## src/rtl/bsg_link_sdr_downstream_ch.sv

```systemverilog
// Receive end of the SDR link channel: phits are assembled into core words,
// queued in a small FIFO, and credit is returned as a toggle-encoded token.
module bsg_link_sdr_downstream_ch #(
   parameter int channel_width_p                 = 8,
   parameter int core_width_p                    = 32,
   parameter int lg_fifo_depth_p                 = 3,
   parameter int lg_credit_to_token_decimation_p = 1
) (
   input  logic                       clk,
   input  logic                       rst_n,
   input  logic                       io_valid_i,
   input  logic [channel_width_p-1:0] io_data_i,
   output logic                       core_valid_o,
   output logic [core_width_p-1:0]    core_data_o,
   input  logic                       core_ready_i,
   output logic                       io_token_r_o,
   output logic [lg_fifo_depth_p:0]   occupancy_o,
   output logic                       overflow_o
);

   localparam int ppw_lp   = core_width_p / channel_width_p;
   localparam int cnt_w_lp = $clog2(ppw_lp);
   localparam int depth_lp = 1 << lg_fifo_depth_p;
   localparam int dec_w_lp = lg_credit_to_token_decimation_p;

   logic [cnt_w_lp-1:0]                   phit_cnt_q, phit_cnt_d;
   logic [ppw_lp-2:0][channel_width_p-1:0] asm_q, asm_d;
   logic [depth_lp-1:0][core_width_p-1:0]  mem_q;
   logic [lg_fifo_depth_p-1:0]            wptr_q, wptr_d, rptr_q, rptr_d;
   logic [lg_fifo_depth_p:0]              cnt_q, cnt_d;
   logic [dec_w_lp-1:0]                   dec_q, dec_d;
   logic                                  tok_q, tok_d;
   logic                                  ovf_q, ovf_d;

   logic                    last_phit, push, pop, accept;
   logic [core_width_p-1:0] push_word;

   assign last_phit = (phit_cnt_q == cnt_w_lp'(ppw_lp - 1));
   assign push      = io_valid_i & last_phit;
   assign pop       = core_valid_o & core_ready_i;
   // a pop on the same edge frees a slot, so a full FIFO can still take the word
   assign accept    = push & ((cnt_q < (lg_fifo_depth_p+1)'(depth_lp)) | pop);
   assign push_word = {io_data_i, asm_q};

   always_comb begin
      asm_d = asm_q;
      for (int k = 0; k < ppw_lp - 1; k++)
         if (io_valid_i && phit_cnt_q == cnt_w_lp'(k)) asm_d[k] = io_data_i;

      phit_cnt_d = phit_cnt_q;
      if (io_valid_i) phit_cnt_d = last_phit ? '0 : phit_cnt_q + cnt_w_lp'(1);

      wptr_d = accept ? wptr_q + lg_fifo_depth_p'(1) : wptr_q;
      rptr_d = pop    ? rptr_q + lg_fifo_depth_p'(1) : rptr_q;

      cnt_d = cnt_q;
      if (accept && !pop)      cnt_d = cnt_q + (lg_fifo_depth_p+1)'(1);
      else if (!accept && pop) cnt_d = cnt_q - (lg_fifo_depth_p+1)'(1);

      ovf_d = ovf_q | (push & ~accept);

      dec_d = pop ? dec_q + dec_w_lp'(1) : dec_q;
      tok_d = tok_q ^ (pop & (&dec_q));
   end

   always_ff @(posedge clk) begin
      if (!rst_n) begin
         phit_cnt_q <= '0;
         asm_q      <= '0;
         wptr_q     <= '0;
         rptr_q     <= '0;
         cnt_q      <= '0;
         dec_q      <= '0;
         tok_q      <= 1'b0;
         ovf_q      <= 1'b0;
      end else begin
         phit_cnt_q <= phit_cnt_d;
         asm_q      <= asm_d;
         wptr_q     <= wptr_d;
         rptr_q     <= rptr_d;
         cnt_q      <= cnt_d;
         dec_q      <= dec_d;
         tok_q      <= tok_d;
         ovf_q      <= ovf_d;
      end
   end

   // storage needs no reset: contents are only visible behind a nonzero count
   always_ff @(posedge clk) begin
      if (rst_n && accept) mem_q[wptr_q] <= push_word;
   end

   assign core_valid_o = (cnt_q != '0);
   assign core_data_o  = core_valid_o ? mem_q[rptr_q] : '0;
   assign io_token_r_o = tok_q;
   assign occupancy_o  = cnt_q;
   assign overflow_o   = ovf_q;

endmodule

```

## config.mk

```make
export PLATFORM = sky130hd
export DESIGN_NAME = bsg_link_sdr_downstream_ch
export DESIGN_NICKNAME = d
export VERILOG_FILES = /design/src/rtl/bsg_link_sdr_downstream_ch.sv
export SDC_FILE = /design/constraint.sdc
export NUM_CORES = 1
export LEC_CHECK = 0
export CORE_ASPECT_RATIO = 1.75
export CORE_MARGIN = 3
export CORE_UTILIZATION = 30
export DETAILED_ROUTE_END_ITERATION = 6
export PLACE_DENSITY = 0.48
export SETUP_SLACK_MARGIN = 0.15
export SYNTH_ARGS = -nofsm -noshare
export SYNTH_HDL_FRONTEND = slang
export SYNTH_SLANG_ARGS = --single-unit
```

## constraint.sdc

```tcl
create_clock -name clk -period 4.7 [get_ports clk]
set_input_delay 0.47 -clock clk [delete_from_list [all_inputs] [get_ports clk]]
set_output_delay 0.47 -clock clk [all_outputs]
set_load 0.05 [all_outputs]
```

Word-level counts from Yosys, hierarchy flattened
Index checks and enable logic that the tools add are counted.

Add/sub/neg operators: 6. Multiplexer cells: 9. Magnitude comparators: 4. Equal/unequal tests: 3. Reduce and logical (&&, ||, !) cells: 12. Bitwise operators: 9.

Operators by type and width (count): $bwmux W256 (1); $bmux W32 S3 (1); $demux W32 S3 (1); $mux W32 (3); $lt A3 B4 Y1 const B (2); $mux W4 (2); $logic_and A1 B1 Y1 (7); $add A3 B1 Y3 const B (2); $and A1 B1 Y1 (5); $add A4 B1 Y4 const B (1); $eq A2 B2 Y1 const B (2); $lt A4 B4 Y1 const B (1); $reduce_bool A4 Y1 (1); $sub A4 B1 Y4 const B (1); $ge A3 B1 Y1 const B (1); $add A2 B1 Y2 const B (1); $eq A2 B1 Y1 const B (1); $logic_not A1 Y1 (2); $logic_not A2 Y1 (1); $mux W2 (1); $or A1 B1 Y1 (2); $reduce_bool A2 Y1 (1); $add A1 B1 Y1 const B (1); $not A1 Y1 (1); $xor A1 B1 Y1 (1).

Register bits after elaboration: 295. Logic and storage cells: 61. Output and inout port bits: 39. Input port bits: 12.

Logic depth before layout (Yosys ltp)
Depth after elaboration: 8. Gate-level depth with buffers: 10. Depth with buffers taken out: 10.

Worst setup path before layout
No wires, ideal clock.

Path kind: reg2reg. Start point: register cnt_q[3], in the netlist occupancy_o[3]. End point: register mem_q[32] (netlist name), enable pin. Clock period less this slack: 4592 ps. Required time: 4199 ps. Setup slack: 108 ps. Data arrival time: 4090 ps. Stages on the path, launching flop included: 4. Cell sequence: dfxtp_1 > nand2b_1 > nand3_1 > nor4_1.

Cells in the longest elaborated chain, start to end: 5. Elaborated cells between the ends (all ways): 6. Those cells by class: order compare: 1; bitwise: 3; reduce/logical: 2.

RTL lines: start: declaration (RTL line 30) `logic [lg_fifo_depth_p:0] cnt_q, cnt_d;`; start signal: assignment (RTL line 81) `cnt_q <= cnt_d;`; parallel branches: the longest is 2 deep, another holds $lt A4 B4 Y1; $or A1 B1 Y1 (*) (RTL line 42) `assign accept = push & ((cnt_q < (lg_fifo_depth_p+1)'(depth_lp)) | pop);`; $and A1 B1 Y1 (*) (RTL line 42); $logic_and A1 B1 Y1 (*) (RTL line 90) `if (rst_n && accept) mem_q[wptr_q] <= push_word;`; end signal: indexed assignment (RTL line 90); end: declaration (RTL line 28) `logic [depth_lp-1:0][core_width_p-1:0] mem_q;`.

Every way passes the cells marked *. A chain may end at the register's enable or synchronous reset.

Worst setup path after layout
Start point: register rptr_q[0]. End point: output port core_data_o[16].

Cells in the longest elaborated chain, start to end: 3.

RTL lines: start: declaration (RTL line 29) `logic [lg_fifo_depth_p-1:0] wptr_q, wptr_d, rptr_q, rptr_d;`; start signal: assignment (RTL line 80) `rptr_q <= rptr_d;`; $bmux W32 S3 (RTL line 94) `assign core_data_o = core_valid_o ? mem_q[rptr_q] : '0;`; $mux W32 (not written as such) (RTL line 94); $mux W32 (RTL line 94); end: declaration (RTL line 14) `output logic [core_width_p-1:0] core_data_o,`.

No other way between the ends. The select of a mux whose other input is x is not followed.

==> impl_metrics.tcl <==
set metrics [dict create \
    outcome "finished, final reports clean" \
    worst_slew_pin_slew_ns 0.791 \
    pre_cts_ws_ns 1.47 \
    synth_seq_area_share_pct 73.7 \
    critPathCaptureType "output pin" \
    drtIter0Drc 256 \
    rsz0062_at_grt "false" \
    rrSetupSlack_ns 1.91 \
    hold_viol 0 \
    avgViaCountPerCell 4.81 \
    numPlacedInstances 1124 \
    clock_skew_ns 0.0159 \
    num-nets-final 694 \
    synth_xor_area_share_pct 0.610 \
    drive_above_1_share_pct 19.9 \
    gr-usage-met3_pct 1.27 \
    syn_avg_cell_area_um2 18.9 \
    final_area_mm2 0.0135 \
    ys_types 32 \
    cts.sinks 295 \
    core_region_area_mm2 0.0378 \
    synth_top_family_by_area "multiplexers" \
    port_buffers 50 \
    final_critical_path_setup_slack_ns 1.02 \
    clkLatencyLatePin_ns 0.53 \
    syn2layout_area_growth_pct 17.3 \
    vias 5636 \
    start_util_pct 30.4 \
    grt_usage_pct 12.9 \
    drt-total-wl_mm 26.2 \
    die_height_um 265 \
    clock_power_share_pct 30.3 \
    p_switching_w 0.00219 \
    cts_setup_buffers 0 \
    cts-buffers-inserted 26 \
    setup_viol_count_final 0 \
    p_comb_share_pct 26.9 \
    clkTransAtPathRegs_ns 0.06 \
    seqPwrFrac_pct 42.8 \
    fmax_mhz 272 \
    die_w_um 154 \
    rows 94 \
    critPathRequiredTime_ns 4.23 \
    synth-seq-cells 295 \
    grt_pass1_vias 6252 \
    crit_chain "buf_4 -> mux4_2 -> mux2i_1 -> nor2_1 -> clkdlybuf4s50_1" \
    slew_violations 0 \
    worst_ir_drop_vdd_mv 0.338 \
    crit_buf_inv 2 \
    antenna_found_initial 0 \
    period_share_pct 78.3 \
    grt_first_pass_wirelength_mm 39.8 \
    top_usage_layer "met2" \
    cp-start-kind "flop" \
    internal-power_w 0.00474 \
    synthesis.area_mm2 0.0115 \
    dp_hpwl_mm 15.4 \
    postSynthCellCount 607 \
    hold_path.class "flop to flop" \
    detail-route-antenna-nets 0 \
    die_area_mm2 0.0408 \
    grt_max_degree 55 \
    n_fill_cell 3472 \
    gr-usage-met2_pct 25.3 \
    cts_tree "built" \
    leakage_nw 4.19 \
    slew-limit-headroom_pct 47.2 \
    muxShareOfSynthArea_pct 15.7 \
    synth-simple-area-share_pct 5.06 \
    ctsResizeCount 0 \
    switching_share_pct 31.6 \
    critPathMaxFanout 24 \
    synth_compound_area_share_pct 1.97 \
    use_met1_pct 14.5 \
    fin_cells 1172 \
    holdBufCountCts 0 \
    fin_tns_setup_ns 0 \
    htree_levels 1 \
    cts_max_path_buffers 3 \
    period_needed_ns 3.68 \
    diodes 0 \
    drtPass1Iterations 4 \
    cts_root_buf "clkbuf_16" \
    maxCapViolations 0 \
    drcViolationCount 0 \
    pin_count 51 \
    slowest_stage "clkdlybuf4s50_1" \
    synth_fp_nets 629 \
    crit_type "flop to output pin" \
    gr-total-overflow 0 \
    cp.arrival_ns 3.21 \
    max_stage_delay_ns 0.72 \
    gp_congestion 0.682 \
    placed_cell_area_mm2 0.0126 \
    wl_per_cell_um 22.4 \
    synth_fa_ha_area_share_pct 1.15 \
    crit_family "buffers and inverters" \
    powerDensity_mw_per_mm2 515 \
    ys_warn_count 0 \
]
-- layer usage --
layer | part of all wire, % | wire length, um | vias up
met3 | 2.9 | 749 | 32
li1 | - | - | 2516
met1 | 38 | 9960 | 2982
met5 | 0 | 0 | -
met2 | 57 | 14900 | 106
met4 | 2.3 | 607 | 0
-- synthesized netlist by cell type (all sizes together) --
cell type,instances,area share [%]
dfxtp,39,6.8
mux2i,36,3.1
mux4,64,13
clkbuf,15,0.49
nor2,37,1.2
fa,1,0.17
a21boi,26,1.7
a31oi,1,0.055
xnor2,8,0.61
or3b,1,0.076
and2,8,0.44
ha,9,0.98
edfxtp,256,67
nand4,1,0.055
buf,17,1.1
o21a,1,0.065
nor3,4,0.17
nor2b,3,0.16
nor4,3,0.29
nand2,37,1.2
nand2b,2,0.11
nand3,30,1.3
o21ai,1,0.044
inv,5,0.16
a21oi,1,0.044
a211oi,1,0.065
-- worst paths after layout --
path,startpoint,end,cells past startpoint
worst max-delay path,rptr_q[0],core_data_o[16],5
worst min-delay path,overflow_o,overflow_o,1
worst max register to register,occupancy_o[0],occupancy_o[3],11
worst min register to register,overflow_o,overflow_o,1
-- cell type report --
| cell class | count | area (um2) | share of cell area (%) |
|---|---|---|---|
| Clock buffer | 40 | 807 | 5.99 |
| Clock inverter | 8 | 47.5 | 0.353 |
| Inverter | 5 | 18.8 | 0.139 |
| Multi-Input combinational cell | 275 | 2860 | 21.2 |
| Sequential cell | 295 | 8470 | 62.9 |
| Tap cell | 480 | 601 | 4.46 |
| Timing Repair Buffer | 69 | 668 | 4.96 |
-- sequential cells by signal, indices dropped and copies added (netlist names) --
register      flops
rptr_q            3
asm_q            24
mem_q           256
wptr_q            3
overflow_o        1
dec_q             1
phit_cnt_q        2
occupancy_o       4
io_token_r_o      1
-- power by group through the flow --
stage,Sequential (W),Combinational (W),Clock [W]
floorplan,0.00302,0.00131,0
global placement,0.00303,0.00189,0
detailed placement,0.00303,0.00191,0
CTS,0.00297,0.00192,0.00217
global route,0.00298,0.00198,0.00226
finish,0.00297,0.00186,0.00210
-- metrics by stage --
| stage | util, % | power [W] | hold WS [ns] |
|---|---|---|---|
| finish | 35.7 | 0.00693 | 0.481 |
| global route | 35.7 | 0.00722 | 0.522 |
| CTS | 35.7 | 0.00705 | 0.489 |
| detailed placement | 33.4 | 0.00494 | 0.468 |
| global placement | 33.4 | 0.00492 | 0.476 |
| floorplan | - | 0.00432 | 0.499 |
-- cell usage in the layout (no fill, tap or decap), types with 17 or more instances in the layout --
master           synthesis  routed
dfxtp_1                 39      36
edfxtp_1               256     256
mux4_2                  64      64
clkdlybuf4s50_1          0      50
buf_4                    0      17
clkbuf_16                0      29
a21boi_1                22      22
nor2_1                  37      35
mux2i_1                 36      36
nand3_1                 30      30
nand2_1                 36      36
-- cell families after synthesis --
family          after synthesis
buf+inv                      37
mux                         100
xor+xnor                      8
flops                       295
fa+ha+maj                    10
compound gates               31
simple gates                126
Power figures use the tool's default switching activity.
==> RTL change 1 (same flow settings) <==
Set the parameter `core_width_p` to 64 (it was 32).
--- a/src/rtl/bsg_link_sdr_downstream_ch.sv
+++ b/src/rtl/bsg_link_sdr_downstream_ch.sv
@@ -3,5 +3,5 @@
 module bsg_link_sdr_downstream_ch #(
    parameter int channel_width_p                 = 8,
-   parameter int core_width_p                    = 32,
+   parameter int core_width_p                    = 64,
    parameter int lg_fifo_depth_p                 = 3,
    parameter int lg_credit_to_token_decimation_p = 1
Interface: changed (resized core_data_o); port bits go from 51 to 83. The function was not compared with the original's and may differ.
==> RTL change 1 against the original RTL <==
Area after synthesis up 96%; power up 100%; final area up 95%; setup slack worse by 0.30 ns; register-to-register slack worse by 0.37 ns; sequential cell count up 289; via count up 90%; clock skew up 0.016 ns; routed wire length up 100%; core utilization down 0.26 points; critical path depth unchanged; fmax down 7.5%; non-clock buffer count up 47; largest power group unchanged.
==> RTL change 1: results (changes against the original RTL) <==
## Placed design
- worst-case setup slack after placement: 1.27 ns, -0.198 ns
- number of buffers inserted by port buffering: 82, +64%
- gp weighted congestion: 0.705, +3.4%
- half-perimeter wire length of the detailed placement result: 30,300 um, +96%

## Worst setup path
- standard cell with the maximum stage delay on the critical path: sky130_fd_sc_hd__dfxtp_4
- endpoint of the most critical setup path: core_data_o[10]
- highest net fanout along the worst path: 29, +21%
- worst path arrival time: 3.51 ns, +0.30 ns
- stage delay of the slowest cell on the critical path: 0.78 ns, +0.06 ns

## Worst hold path
- min-delay src: asm_q[49]$_SDFFE_PN0P_
- end of the worst hold path: mem_q[433]$_DFFE_PP_
- hold path cells: 0, -1

## Routing
- Met2 Wirelength: 28,500 um, +92%
- amount of wire on met3 after detailed routing: 1630 um, +120%
- detailed-route wire length on metal 1: 21,700 um, +120%
- DR WL/cell: 23.9 um, +6.6%
- initial drt markers: 576, +130%
- number of vias after detailed routing: 10,700, +90%

## Synthesis
- count of unique library cells instantiated by Yosys: 34, +6.3%
- Net Count, Synth: 1,159, +84%
- most common library cells after synthesis: 512 x sky130_fd_sc_hd__edfxtp_1, 128 x sky130_fd_sc_hd__mux4_2, 92 x sky130_fd_sc_hd__mux2i_1
- parity-gate share of the synthesized area counting xor and xnor cells: 0.311%, -0.30 points
- top cells by area in the synthesized netlist: sky130_fd_sc_hd__edfxtp_1 68%, sky130_fd_sc_hd__mux4_2 13%, sky130_fd_sc_hd__dfxtp_1 6.4%, sky130_fd_sc_hd__mux2i_1 4.1%, sky130_fd_sc_hd__nor2_1 1.2%
- number of storage elements in the synthesis netlist: 584, +98%
- Adder-Cell Fraction of Synth Area: 0.701%, -0.45 points

## Final layout
- filler cell count in the final layout: 6,822, +96%
- number of buffers other than clock buffers in the final layout: 116, +68%
- non-clock inverter count: 6, +1
- multi-input gate count: 484, +76%
- layout cell share with drive strength beyond 1: 20.0%, +0.089 points
- sequential fraction of total cell area: 64.0%, +1.2 points
- number of antenna cells inserted: 2, +2

## Clock network
- total clock buffers created by CTS: 53, +100%
- number of H-tree levels: 2, +1
- clock latency on the worst-skew pair: 0.60 ns, +0.07 ns

## Global route
- first-pass GRT wire length: 79,800 um, +100%
- M3 GR Usage: 1.65%, +0.38 points
- met1 global-route usage: 16.9%, +2.5 points
- via count of the first global-routing pass: 11,800, +89%

## Power
- leakage power of the design: 0.00814 uW, +94%
- worst-case vdd ir drop: 697 uV, +110%

## STA
- Worst Max-Slew Pin Slew: 1.07 ns, +0.284 ns

## Outcome
- result of the run: finished, final reports clean

## Die
- Core ar.: 74,200 um^2, +96%

==> RTL change 1: changes by cell type after synthesis, moves of 11 or more <==
cell,change
sky130_fd_sc_hd__buf_2,+12
sky130_fd_sc_hd__dfxtp_1,+33
sky130_fd_sc_hd__edfxtp_1,+256
sky130_fd_sc_hd__mux2i_1,+56
sky130_fd_sc_hd__mux4_2,+64
sky130_fd_sc_hd__nand2_1,+11
sky130_fd_sc_hd__nor2_1,+32
sky130_fd_sc_hd__nor2b_1,+25
==> RTL change 1: metrics by stage <==
stage	area, um^2	total power (uW)	instances	hold slack [ns]
2_1_floorplan	22500	8600	1135	0.499
3_3_place_gp	24500	9920	2128	0.537
3_5_place_dp	24500	9930	2128	0.552
4_1_cts	26300	14300	2226	0.551
5_1_grt	26300	14700	2226	0.570
6_report	26300	14100	2228	0.548
==> RTL change 1: where the power goes <==
part | internal, uW | leakage, uW | switching [uW]
sequential | 5630 | 0.00527 | 138
clock | 2500 | 0.000844 | 1880
combinational | 1470 | 0.00203 | 2450
==> RTL change 2 (same settings) <==
Without the edit above. Put one more register stage on the output `overflow_o`. The value now appears one clock later. The other outputs are not delayed to match.
--- a/src/rtl/bsg_link_sdr_downstream_ch.sv
+++ b/src/rtl/bsg_link_sdr_downstream_ch.sv
@@ -95,5 +95,7 @@
    assign io_token_r_o = tok_q;
    assign occupancy_o  = cnt_q;
-   assign overflow_o   = ovf_q;
+   always_ff @(posedge clk) begin
+      overflow_o <= ovf_q;
+   end
 
 endmodule
Formal check against the unedited RTL: no difference found for any inputs over 10 cycles, from zero or initial values and one cycle with rst_n low; that may be too few to reach the edited logic, so the function may still have changed.
==> RTL change 2 against the original RTL <==
Power is 0.65% higher; hold slack worse by 0.12 ns; critical path depth stayed put; core utilization is 0.073 points higher; non-clock buffer count is 3 higher; area after synthesis is 0.17% higher; routed wire length hardly changed; global-route usage is 0.11 points higher; setup slack worse by 0.074 ns; sequential cell count is 1 higher; final area is 0.20% higher; fmax is 2.0% lower; critical endpoint is now core_data_o[6]; highest routed layer unchanged.
==> RTL change 2: results (changes against the original RTL) <==
## Synthesis
- share of flip-flops with an asynchronous set or reset after synthesis: 0%, unchanged
- Net Count, Synth: 630, +0.16%
- top cells by area in the synthesized netlist: sky130_fd_sc_hd__edfxtp_1 67%, sky130_fd_sc_hd__mux4_2 13%, sky130_fd_sc_hd__dfxtp_1 7.0%, sky130_fd_sc_hd__mux2i_1 3.1%, sky130_fd_sc_hd__a21boi_1 1.4%
- cell type with the largest total area after synthesis: sky130_fd_sc_hd__edfxtp_1
- synthesized area divided by synthesized cell count: 18.9 um^2, about the same
- number of enable-type register cells in the synthesized netlist: 256, unchanged
- sequential element share of the synthesized area: 73.8%, about the same
- most common library cells after synthesis: 256 x sky130_fd_sc_hd__edfxtp_1, 64 x sky130_fd_sc_hd__mux4_2, 40 x sky130_fd_sc_hd__dfxtp_1
- count of unique library cells instantiated by Yosys: 32, unchanged
- Yosys warning total: 0, unchanged

## Final layout
- flip-flop count of the largest register after layout: 256, unchanged
- net total in the final layout: 698, +0.58%
- layout cell share with drive strength beyond 1: 19.5%, -0.40 points
- number of antenna cells inserted: 0, unchanged
- largest register by flop count: mem_q

## Clock network
- total clock buffers created by CTS: 26, unchanged
- number of H-tree levels: 1, unchanged
- Post CTS Setup Buffer Count: 0, unchanged
- largest buffer count on any clock path: 3, unchanged
- clock latency on the worst-skew pair: 0.54 ns
- clock slew at reported path FFs: 0.06 ns, about the same
- number of resized instances in the post-cts repair step: 0, unchanged
- Clock Tree Root: sky130_fd_sc_hd__clkbuf_16

## Global route
- number of antenna violations at the first check in global routing: 0, unchanged
- first-pass GRT wire length: 40,200 um, +1.1%
- via count of the first global-routing pass: 6,357, +1.7%
- largest net degree at the start of global routing: 52, -5.5%
- total global routing track utilization: 13.0%, +0.11 points

## Power
- leakage power of the design: 0.00421 uW, +0.52%
- worst-case vdd ir drop: 224 uV, -34%

## Worst setup path
- highest net fanout along the worst path: 24, unchanged
- worst path arrival time: 3.28 ns, +0.07 ns
- standard cell with the maximum stage delay on the critical path: sky130_fd_sc_hd__clkdlybuf4s50_1
- R2R setup slack: 1.97 ns, +0.06 ns
- stage delay of the slowest cell on the critical path: 0.73 ns
- cell family contributing the most delay on the critical path: buffers and inverters

## Placed design
- half-perimeter wire length of the detailed placement result: 16,200 um, +5.2%
- gp weighted congestion: 0.716, +5.0%
- number of buffers inserted by port buffering: 50, unchanged
- placed cells: 1,128, +0.36%

## Routing
- TritonRoute pass-1 iters: 4, unchanged
- number of vias after detailed routing: 5,698, +1.1%
- amount of wire on met3 after detailed routing: 875 um, +17%
- DRT Wirelength: 26,200 um, about the same
- initial drt markers: 294, +15%
- top metal layer carrying routed signals: met4
- detailed-route wire length on metal 1: 9770 um, -1.9%
- vias per cell: 4.85, +0.76%
- Met2 Wirelength: 15,000 um, +0.39%

## STA
- relative slew slack: 48.1%, +0.89 points
- Worst Clk Skew: 0.0138 ns, -0.00206 ns

## Worst hold path
- kind of path behind the tightest hold check: register to register

## Outcome
- result of the run: finished, final reports clean

RTL change 2: layout make-up:
type / instances / area, um^2
clock buffers: 32 / 704
clock inverters: 16 / 148
fillers: 3433 / 24300
inverters: 5 / 18.8
multi-input cells: 275 / 2860
flip-flops and latches: 296 / 8490
well taps: 480 / 601
repair buffers: 72 / 678
RTL change 2: worst paths after layout:
| check | start | end | cells past startpoint |
|---|---|---|---|
| worst max-delay path | rptr_q[0]$_SDFFE_PN0P_ | core_data_o[6] | 5 |
| worst min-delay path | ovf_q$_SDFF_PN0_ | overflow_o$_DFF_P_ | 0 |
| worst max register to register | occupancy_o[0]$_SDFFE_PN0P_ | occupancy_o[3]$_SDFFE_PN0P_ | 11 |
| worst min register to register | ovf_q$_SDFF_PN0_ | overflow_o$_DFF_P_ | 0 |
RTL change 2: per-stage QoR:
stage	power, uW	utilization [%]	hold WS, ns	cell area [um^2]	setup slack [ns]
5_1_grt	7280	35.8	0.387	13500	0.719
2_1_floorplan	4330	-	0.331	11500	0.108
4_1_cts	7080	35.8	0.371	13500	0.767
3_5_place_dp	4940	33.5	0.362	12700	1.36
3_3_place_gp	4930	33.5	0.353	12700	1.34
6_report	6980	35.8	0.365	13500	0.946
RTL change 2: layer usage:
layer	up-vias	GRT usage, %
met2	106	25.3
met5	-	0
met3	33	1.29
met4	0	3.82
met1	3033	14.9
li1	2526	-
RTL change 2: kinds of logic (layout without fill, tap and decap cells):
kind of cell | Yosys count | count (layout) | synth area share, %
adders and majority gates | 10 | 10 | 1.15
DFF | 296 | 296 | 73.8
buffers and inverters | 37 | 125 | 1.78
xor gates and xnor gates | 8 | 8 | 0.609
muxes | 100 | 100 | 15.7
and+or+nand+nor | 126 | 126 | 5.05
AOI/OAI and AO/OA | 31 | 31 | 1.97
RTL change 2: power breakdown:
group | total [uW] | internal (uW) | switching, uW | leakage (uW)
sequential | 2980 | 2880 | 103 | 0.00272
combinational | 1850 | 679 | 1170 | 0.00107
clock | 2150 | 1230 | 922 | 0.000417
total | 6980 | 4790 | 2190 | 0.00421
